[config.mk]
export PLATFORM = sky130hd
export DESIGN_NAME = seq_detect_param
export DESIGN_NICKNAME = d
export VERILOG_FILES = /design/src/rtl/seqdet_pkg.sv /design/src/rtl/seq_serializer.sv /design/src/rtl/seq_detect_param.sv
export SDC_FILE = /design/constraint.sdc
export NUM_CORES = 1
export LEC_CHECK = 0
export CORE_MARGIN = 3
export CORE_UTILIZATION = 30
export CTS_CLUSTER_DIAMETER = 80
export DETAILED_ROUTE_END_ITERATION = 8
export DONT_BUFFER_PORTS = 1
export PLACE_DENSITY_LB_ADDON = 0.3
export SLEW_MARGIN = 10
export SYNTH_ARGS = -nofsm -noshare
export SYNTH_HDL_FRONTEND = slang
export SYNTH_SLANG_ARGS = --single-unit
[constraint.sdc]
create_clock -name clk -period 3.5 [get_ports clk]
set_input_delay 0.35 -clock clk [delete_from_list [all_inputs] [get_ports clk]]
set_output_delay 0.35 -clock clk [all_outputs]
set_load 0.02 [all_outputs]
[src/rtl/seqdet_pkg.sv]
// Shared types and helpers for the parametrised sequence detector.
// Build option: SEQDET_COUNT_EN (in seq_detect_param) adds the match counter.
package seqdet_pkg;

    localparam logic [1:0] ST_IDLE  = 2'd0;
    localparam logic [1:0] ST_SHIFT = 2'd1;
    localparam logic [1:0] ST_DONE  = 2'd2;

    typedef enum logic [1:0] {
        IDLE  = ST_IDLE,
        SHIFT = ST_SHIFT,
        DONE  = ST_DONE
    } state_t;

    // Counter width that holds 0..data_w matches.
    function automatic int cnt_w_of(input int data_w);
        return $clog2(data_w + 1);
    endfunction

endpackage

[src/rtl/seq_serializer.sv]
// Load capture and MSB-first serialiser. ser_bit is the bit that the next
// shift moves out; last_bit flags the shift that moves out the final bit.
module seq_serializer #(
    parameter int DATA_W = 8
) (
    input  logic              clk,
    input  logic              clr,
    input  logic              start,
    input  logic              shift_en,
    input  logic [DATA_W-1:0] din,
    output logic              ser_bit,
    output logic              last_bit
);

    localparam int BW = (DATA_W > 1) ? $clog2(DATA_W) : 1;
    localparam logic [BW-1:0] LAST_IDX = BW'(DATA_W - 1);

    logic [DATA_W-1:0] sreg;
    logic [BW-1:0]     bcnt;

    // Capture the word on start, then shift left once per enabled cycle.
    always_ff @(posedge clk) begin
        if (clr) begin
            sreg <= '0;
            bcnt <= '0;
        end else if (start) begin
            sreg <= din;
            bcnt <= '0;
        end else if (shift_en) begin
            sreg <= {sreg[DATA_W-2:0], 1'b0};
            bcnt <= bcnt + BW'(1);
        end
    end

    assign ser_bit  = sreg[DATA_W-1];
    assign last_bit = shift_en && (bcnt == LAST_IDX);

endmodule

[src/rtl/seq_detect_param.sv]
// Parametrised serial sequence detector: shifts a loaded word out MSB-first
// and flags every window that equals the loaded pattern.
// Build option: define SEQDET_COUNT_EN to add the match_cnt port and counter.
//
// Handshake: load is the request and !busy is the ready; a word is taken on
// any rising edge with load=1 and busy=0 (IDLE or DONE). A load while busy
// is dropped without effect. clr overrides a simultaneous load.
module seq_detect_param
    import seqdet_pkg::*;
#(
    parameter int DATA_W = 8,
    parameter int PAT_W  = 4
) (
    input  logic                        clk,
    input  logic                        clr,
    input  logic                        load,
    input  logic [DATA_W-1:0]           din,
    input  logic [PAT_W-1:0]            pattern,
    input  logic                        overlap,
    output logic                        busy,
    output logic                        bit_out,
    output logic                        hit,
    output logic                        found,
    output logic                        done,
`ifdef SEQDET_COUNT_EN
    output logic [cnt_w_of(DATA_W)-1:0] match_cnt,
`endif
    output state_t                      state_dbg
);

    localparam int FW = $clog2(PAT_W + 1);
    localparam logic [FW-1:0] FILL_FULL = FW'(PAT_W);

    state_t            state_q, state_d;
    logic [PAT_W-1:0]  window_q, pat_q, win_shift;
    logic [FW-1:0]     fill_q, fill_inc;
    logic              ovl_q, bit_q, hit_q, found_q, done_q;
    logic              accept, match, ser_bit, last_bit, shifting;

    assign accept   = load && (state_q != SHIFT);
    assign shifting = (state_q == SHIFT);

    seq_serializer #(.DATA_W(DATA_W)) u_ser (
        .clk      (clk),
        .clr      (clr),
        .start    (accept),
        .shift_en (shifting),
        .din      (din),
        .ser_bit  (ser_bit),
        .last_bit (last_bit)
    );

    // State register.
    always_ff @(posedge clk) begin
        if (clr) state_q <= IDLE;
        else     state_q <= state_d;
    end

    // Next-state decode.
    always_comb begin
        state_d = state_q;
        case (state_q)
            IDLE:    if (load) state_d = SHIFT;
            SHIFT:   if (last_bit) state_d = DONE;
            DONE:    state_d = load ? SHIFT : IDLE;
            default: state_d = IDLE;
        endcase
    end

    // Window after this shift, saturating fill, and the match decision.
    always_comb begin
        win_shift = {window_q[PAT_W-2:0], ser_bit};
        fill_inc  = (fill_q == FILL_FULL) ? FILL_FULL : fill_q + FW'(1);
        match     = shifting && (fill_inc == FILL_FULL) && (win_shift == pat_q);
    end

    // Window, fill, held pattern/mode and the registered result flags.
    always_ff @(posedge clk) begin
        if (clr) begin
            window_q <= '0;
            fill_q   <= '0;
            pat_q    <= '0;
            ovl_q    <= 1'b0;
            bit_q    <= 1'b0;
            hit_q    <= 1'b0;
            found_q  <= 1'b0;
            done_q   <= 1'b0;
        end else begin
            hit_q  <= 1'b0;
            done_q <= 1'b0;
            if (accept) begin
                window_q <= '0;
                fill_q   <= '0;
                found_q  <= 1'b0;
                pat_q    <= pattern;
                ovl_q    <= overlap;
            end else if (shifting) begin
                window_q <= win_shift;
                bit_q    <= ser_bit;
                done_q   <= last_bit;
                if (match) begin
                    hit_q   <= 1'b1;
                    found_q <= 1'b1;
                    // Non-overlapping mode needs PAT_W fresh bits per match.
                    fill_q  <= ovl_q ? FILL_FULL : '0;
                end else begin
                    fill_q  <= fill_inc;
                end
            end
        end
    end

`ifdef SEQDET_COUNT_EN
    localparam int CNT_W = cnt_w_of(DATA_W);
    logic [CNT_W-1:0] cnt_q;

    // Matches in the current word; cannot exceed DATA_W-PAT_W+1.
    always_ff @(posedge clk) begin
        if (clr)         cnt_q <= '0;
        else if (accept) cnt_q <= '0;
        else if (match)  cnt_q <= cnt_q + CNT_W'(1);
    end

    assign match_cnt = cnt_q;
`endif

    assign busy      = shifting;
    assign bit_out   = bit_q;
    assign hit       = hit_q;
    assign found     = found_q;
    assign done      = done_q;
    assign state_dbg = state_q;

endmodule

=== After elaboration in Yosys (flattened, before gate mapping) ===
Cells that the tools add are included.

* Register bits: 28
* Input bits: 16
* Output and inout bits: 7
* Word-level logic and storage cells: 45

* $add $sub $neg: 2
* Eq/ne operators: 9
* Mux-type cells: 10
* Bitwise operators: 2
* Reduce and logical (&&, ||, !) cells: 11

{| class="wikitable"
|+ Operators by type and width
! cell !! number
|-
| $mux 8 || 2
|-
| $eq 3x3->1 const B || 3
|-
| $mux 3 || 3
|-
| $add 3x1->3 const B || 2
|-
| $pmux 2 s3 || 1
|-
| $reduce_and 2->1 || 3
|-
| $eq 4x4->1 || 1
|-
| $logic_and 1x1->1 || 4
|-
| $mux 2 || 2
|-
| $ne 2x2->1 const B || 2
|-
| $reduce_or 3->1 || 1
|-
| $eq 2x1->1 const B || 1
|-
| $eq 2x2->1 const B || 1
|-
| $logic_not 2->1 || 1
|-
| $mux 1 || 2
|-
| $ne 2x1->1 const B || 1
|-
| $not 1->1 || 2
|-
| $reduce_bool 2->1 || 1
|-
| $reduce_or 2->1 || 1
|}

=== Longest topological paths before layout ===
* Depth after elaboration: 6
* Gate-level depth with buffers: 6
* Mapped depth without buffers: 5

=== Hierarchy ===
A second synthesis with hierarchy kept.

* Cells, all modules: 126
* Area, all modules: 1239.9 µm²

{| class="wikitable"
|+ Modules (own cells, without submodules)
! module !! instances !! cells each !! area an instance (µm²) !! seq. area each (µm²)
|-
| seq_detect_param || 1 || 78 || 735.7 || 340.3
|-
| seq_serializer || 1 || 48 || 504.2 || 220.2
|}

=== Worst setup path after synthesis ===
No wires, ideal clock.

* Path type: register -> register
* Start: reg fill_q[0]
* End: reg fill_q[2]
* Setup time: 0.103 ns
* Arrival time: 1.257 ns
* Required time: 3.397 ns
* Setup slack: 2.140 ns
* Cell stages (with the launch flop): 6
* Buffers on the path: 0
* Period minus slack after synthesis: 1.360 ns
* Cells stage by stage: dfxtp_1 > inv_1 > ha_1 > a22oi_2 > nor4_4 > a2111oi_2

* Word-level cells in the longest chain between the ends: 6
* Elaborated cells on any way between the ends: 7
* Those cells by class: add/sub (1); eq/ne (2); mux (2); reduce/logical (2)

{| class="wikitable"
|+ RTL lines
! element !! RTL line !! text
|-
| from (decl) || seq_detect_param.sv:36 || <nowiki>logic [FW-1:0] fill_q, fill_inc;</nowiki>
|-
| from (signal assigned) || seq_detect_param.sv:105 || <nowiki>fill_q <= ovl_q ? FILL_FULL : '0;</nowiki>
|-
| from (signal assigned) || seq_detect_param.sv:107 || <nowiki>fill_q <= fill_inc;</nowiki>
|-
| $add 3x1->3 or $eq 3x3->1 (tied branches) || seq_detect_param.sv:73 || <nowiki>fill_inc = (fill_q == FILL_FULL) ? FILL_FULL : fill_q + FW'(1);</nowiki>
|-
| $mux 3 (*) || seq_detect_param.sv:73 ||
|-
| $eq 3x3->1 || seq_detect_param.sv:74 || <nowiki>match = shifting && (fill_inc == FILL_FULL) && (win_shift == pat_q);</nowiki>
|-
| $logic_and 1x1->1 (2 in series) || seq_detect_param.sv:74 ||
|-
| $mux 3 (*) || seq_detect_param.sv:101 || <nowiki>if (match) begin</nowiki>
|}

Every way passes the cells marked *; elsewhere a longest branch is shown, timed or not.
A chain may end at the register's enable or synchronous reset.

=== Worst setup path in the final report ===
* Start: reg state_q[1], in the netlist state_dbg[1]
* End: reg fill_q[2]

* Word-level cells in the longest chain between the ends: 4
* Elaborated cells on any way between the ends: 7
* Those cells by class: eq/ne (2); mux (1); reduce/logical (4)

{| class="wikitable"
|+ RTL lines
! element !! RTL line !! text
|-
| from (decl) || seq_detect_param.sv:34 || <nowiki>state_t state_q, state_d;</nowiki>
|-
| from (signal assigned) || seq_detect_param.sv:56 || <nowiki>else state_q <= state_d;</nowiki>
|-
| $eq 2x1->1 (*) || seq_detect_param.sv:41 || <nowiki>assign shifting = (state_q == SHIFT);</nowiki>
|-
| net busy || seq_detect_param.sv:20 || <nowiki>output logic busy,</nowiki>
|-
| $logic_and 1x1->1 (2 in series) || seq_detect_param.sv:74 ||
|-
| $mux 3 || seq_detect_param.sv:101 ||
|}

Mark *: on every way through the listed nets, which the timed path passes. The rest lies on a longest branch.

==> metrics.txt <==
# TYPE chip_impl_metric gauge
chip_impl_metric{name="ff2ff_path_depth",unit=""} 6
chip_impl_metric{name="place_hpwl",unit="um"} 1660
chip_impl_metric{name="timing.final.setup_violations",unit=""} 0
chip_impl_metric{name="min_period_over_period",unit=""} 0.531
chip_impl_info{name="critPathLaunchType",value="flip-flop"} 1
chip_impl_metric{name="detail_route.wl_per_cell",unit="um"} 13.2
chip_impl_metric{name="ys_warn_count",unit=""} 0
chip_impl_metric{name="worst-slew-pin-transition",unit="ps"} 397
chip_impl_metric{name="antennaDiodeCount",unit=""} 0
chip_impl_metric{name="synthesized_netlist_net_count",unit=""} 152
chip_impl_info{name="crit_path_launch",value="state_dbg[1]"} 1
chip_impl_metric{name="async_flop_share",unit=""} 0
chip_impl_info{name="largest_family_of_logic_cells_by_synthesized_area",value="simple AND/OR/NAND/NOR gates"} 1
chip_impl_metric{name="synth-adder-area-share",unit=""} 0.0400
chip_impl_info{name="holdCritPathClass",value="in2reg"} 1
chip_impl_info{name="cts-root-buf",value="sky130_fd_sc_hd__clkbuf_8"} 1
chip_impl_metric{name="wl",unit="um"} 2310
chip_impl_metric{name="post_synth_and_or_nand_nor_area_fraction",unit=""} 0.198
chip_impl_metric{name="syn_area",unit="um2"} 1250
chip_impl_info{name="critPathCapture",value="fill_q[2]"} 1
chip_impl_info{name="outcome",value="completed"} 1
chip_impl_metric{name="core_area",unit="um2"} 3830
chip_impl_metric{name="fin_crit",unit="ps"} 1860
chip_impl_metric{name="grt_antenna_before_repair",unit=""} 0
chip_impl_metric{name="number_of_nets_with_antenna_violations_after_detailed_routing",unit=""} 0
chip_impl_metric{name="synth_area_per_cell",unit="um2"} 9.48
chip_impl_metric{name="htree_num_levels",unit=""} 1
chip_impl_metric{name="synth.ff_latch_count",unit=""} 28
chip_impl_metric{name="num_io_pins",unit=""} 23
chip_impl_metric{name="worst_path_required_time",unit="ps"} 3670
chip_impl_metric{name="finalMaxSlewViolations",unit=""} 0
chip_impl_metric{name="timing_hold_violations_final",unit=""} 0
chip_impl_metric{name="power_density",unit="nW/um2"} 497
chip_impl_metric{name="dr.first_iter.drc_count",unit=""} 13
chip_impl_metric{name="first_pass_iters",unit=""} 4
chip_impl_info{name="end_kind",value="flip-flop"} 1
chip_impl_metric{name="synthXorXnorAreaFrac",unit=""} 0.0350
chip_impl_metric{name="path_max_fanout",unit=""} 34
chip_impl_metric{name="place_area",unit="um2"} 1250
chip_impl_metric{name="edff_count_synth",unit=""} 0
chip_impl_metric{name="synthCells",unit=""} 132
chip_impl_metric{name="number_of_setup_buffers_added_after_cts",unit=""} 0
chip_impl_info{name="rsz0062_at_grt",value="false"} 1
chip_impl_metric{name="cts_buffers",unit=""} 3
chip_impl_metric{name="number_of_global_route_vias_before_repair",unit=""} 841
chip_impl_metric{name="layout-drive-gt1-share",unit=""} 0.102
chip_impl_metric{name="final_nets",unit=""} 148
chip_impl_metric{name="postCtsHoldBufs",unit=""} 0
chip_impl_info{name="cts_tree",value="yes"} 1
chip_impl_info{name="layout_common_cells",value="sky130_fd_sc_hd__dfxtp_1, sky130_fd_sc_hd__nand2_1, sky130_fd_sc_hd__a21oi_1, sky130_fd_sc_hd__nor2_1"} 1
chip_impl_info{name="criticalPathCategory",value="reg2reg"} 1
chip_impl_info{name="worst_r2r_endpoint",value="fill_q[2]"} 1
chip_impl_metric{name="finalWeightedCongestion",unit=""} 0.670
chip_impl_metric{name="die_height",unit="um"} 70.6
chip_impl_metric{name="ff2ff_setup_slack",unit="ps"} 1640
chip_impl_metric{name="worst_setup_hold_path_clk_slew",unit="ps"} 90
chip_impl_metric{name="seq_area_frac_synth",unit=""} 0.448
chip_impl_metric{name="drc",unit=""} 0
chip_impl_metric{name="yosysUniqueCellTypes",unit=""} 28
chip_impl_metric{name="cap_violations",unit=""} 0
chip_impl_metric{name="floorplan.die_area",unit="um2"} 4980
chip_impl_metric{name="synthToLayoutAreaGrowth",unit="%"} 6.00
chip_impl_metric{name="synth-compound-area-share",unit=""} 0.145
chip_impl_metric{name="cts_max_path_buffers",unit=""} 2
chip_impl_metric{name="grt_max_degree",unit=""} 35
chip_impl_metric{name="cts_resized",unit=""} 0
chip_impl_metric{name="start_util",unit=""} 0.327
chip_impl_info{name="mostFrequentLayoutCell",value="sky130_fd_sc_hd__dfxtp_1"} 1
chip_impl_metric{name="grt_total_ovfl",unit=""} 0
chip_impl_metric{name="post_drt_via_cell_ratio",unit=""} 4.89
chip_impl_metric{name="max_freq",unit="MHz"} 539
chip_impl_metric{name="std_cell_rows",unit=""} 22
chip_impl_metric{name="worstPathArrival",unit="ps"} 2020
chip_impl_metric{name="clkLatencyLatePin",unit="ps"} 270
chip_impl_metric{name="grt_pass1_wl",unit="um"} 3970
chip_impl_metric{name="placement.io_buffers",unit=""} 0
chip_impl_metric{name="clock-sinks",unit=""} 28
chip_impl_metric{name="ir_worst_vdd",unit="V"} 0.000249
chip_impl_metric{name="leakage",unit="nW"} 0.491
chip_impl_metric{name="grt_use_total",unit=""} 0.100
chip_impl_info{name="reg2reg_from",value="state_dbg[1]"} 1
chip_impl_info{name="postSynth.topFlopCell",value="sky130_fd_sc_hd__dfxtp_1"} 1
chip_impl_metric{name="fin_worst_skew",unit="ps"} 7.91
chip_impl_metric{name="chipWidth",unit="um"} 70.6
chip_impl_metric{name="fin_tns_setup",unit="ps"} 0
chip_impl_metric{name="post-route-cell-area",unit="um2"} 1330
chip_impl_metric{name="vias",unit=""} 856
chip_impl_metric{name="muxShareOfSynthArea",unit=""} 0.0640
chip_impl_metric{name="worst_slew_margin_rel",unit=""} 0.736
state kept, by name, summed over array words and instances, names as in the netlist:
register    cells
u_ser.sreg      8
fill_q          3
ovl_q           1
bit_out         1
pat_q           4
state_dbg       2
window_q        3
hit             1
u_ser.bcnt      3
found           1
done            1
cells by family after synthesis:
kind of cell | Yosys count
compound gates | 27
xor+xnor | 5
fa+ha+maj | 4
buf+inv | 15
flops | 28
mux | 8
simple gates | 45
layout make-up:
cell class,instances,area [um2]
Fill cell,389,2500
Multi-Input combinational cell,89,603
Sequential cell,28,561
Tap cell,48,60.1
Clock buffer,3,41.3
Clock inverter,1,30.0
Inverter,5,23.8
Timing Repair Buffer,1,7.51
Yosys cell counts (2+ instances only):
master,n,area share
sky130_fd_sc_hd__buf_4,2,0.012
sky130_fd_sc_hd__mux2i_1,8,0.064
sky130_fd_sc_hd__ha_1,4,0.040
sky130_fd_sc_hd__a211oi_1,8,0.048
sky130_fd_sc_hd__xnor2_1,5,0.035
sky130_fd_sc_hd__nand3_1,5,0.020
sky130_fd_sc_hd__buf_6,2,0.018
sky130_fd_sc_hd__inv_1,4,0.012
sky130_fd_sc_hd__clkbuf_1,3,0.0090
sky130_fd_sc_hd__nor2_1,11,0.033
sky130_fd_sc_hd__nor3b_1,2,0.012
sky130_fd_sc_hd__buf_2,3,0.012
sky130_fd_sc_hd__dfxtp_1,28,0.45
sky130_fd_sc_hd__nand2_1,19,0.057
sky130_fd_sc_hd__a21oi_1,15,0.060
power by group:
part / leakage [nW] / switching (W) / internal [W]
Sequential: 0.229 / 0.0000120 / 0.000334
Combinational: 0.227 / 0.0000377 / 0.0000265
Clock: 0.0357 / 0.0000955 / 0.000153
per-layer routing:
layer / track usage / routed length [um] / vias to the layer above
met4: 0.0564 / 46 / 0
met2: 0.174 / 1120 / 10
met3: 0.00994 / 43 / 4
met1: 0.121 / 1100 / 399
met5: 0 / 0 / -
li1: - / - / 443
worst max-delay path, cell delays in order (launching register included):
cell and delay, ps:
sky130_fd_sc_hd__dfxtp_1 450, sky130_fd_sc_hd__nand2b_1 140, sky130_fd_sc_hd__buf_4 360, sky130_fd_sc_hd__clkinv_4 230
sky130_fd_sc_hd__o21ai_2 130, sky130_fd_sc_hd__nor4_4 80, sky130_fd_sc_hd__a2111oi_2 350
stage by stage:
stage                     setup WS [ps]  power [W]  utilization  hold slack [ps]  instances
after CTS                          1630   0.000669        0.347              124        175
after detailed placement           1680   0.000419        0.328              427        171
after floorplan                    2140   0.000419            -              436        132
final                              1640   0.000659        0.347              133        175
after global routing               1510   0.000691        0.347              118        175
after global placement             1720   0.000417        0.328              423        171
worst min path at each step:
| stage | start | end | slack, ps | cells after the start |
|---|---|---|---|---|
| global placement | clr | pat_q[3] | 420 | 1 |
| CTS | clr | state_dbg[0] | 120 | 1 |
| finish | clr | state_dbg[0] | 130 | 1 |
| global route | clr | state_dbg[0] | 120 | 1 |
| detailed placement | clr | state_dbg[0] | 430 | 1 |
| floorplan | ovl_q | ovl_q | 440 | 2 |
Power figures use the tool's default switching activity.
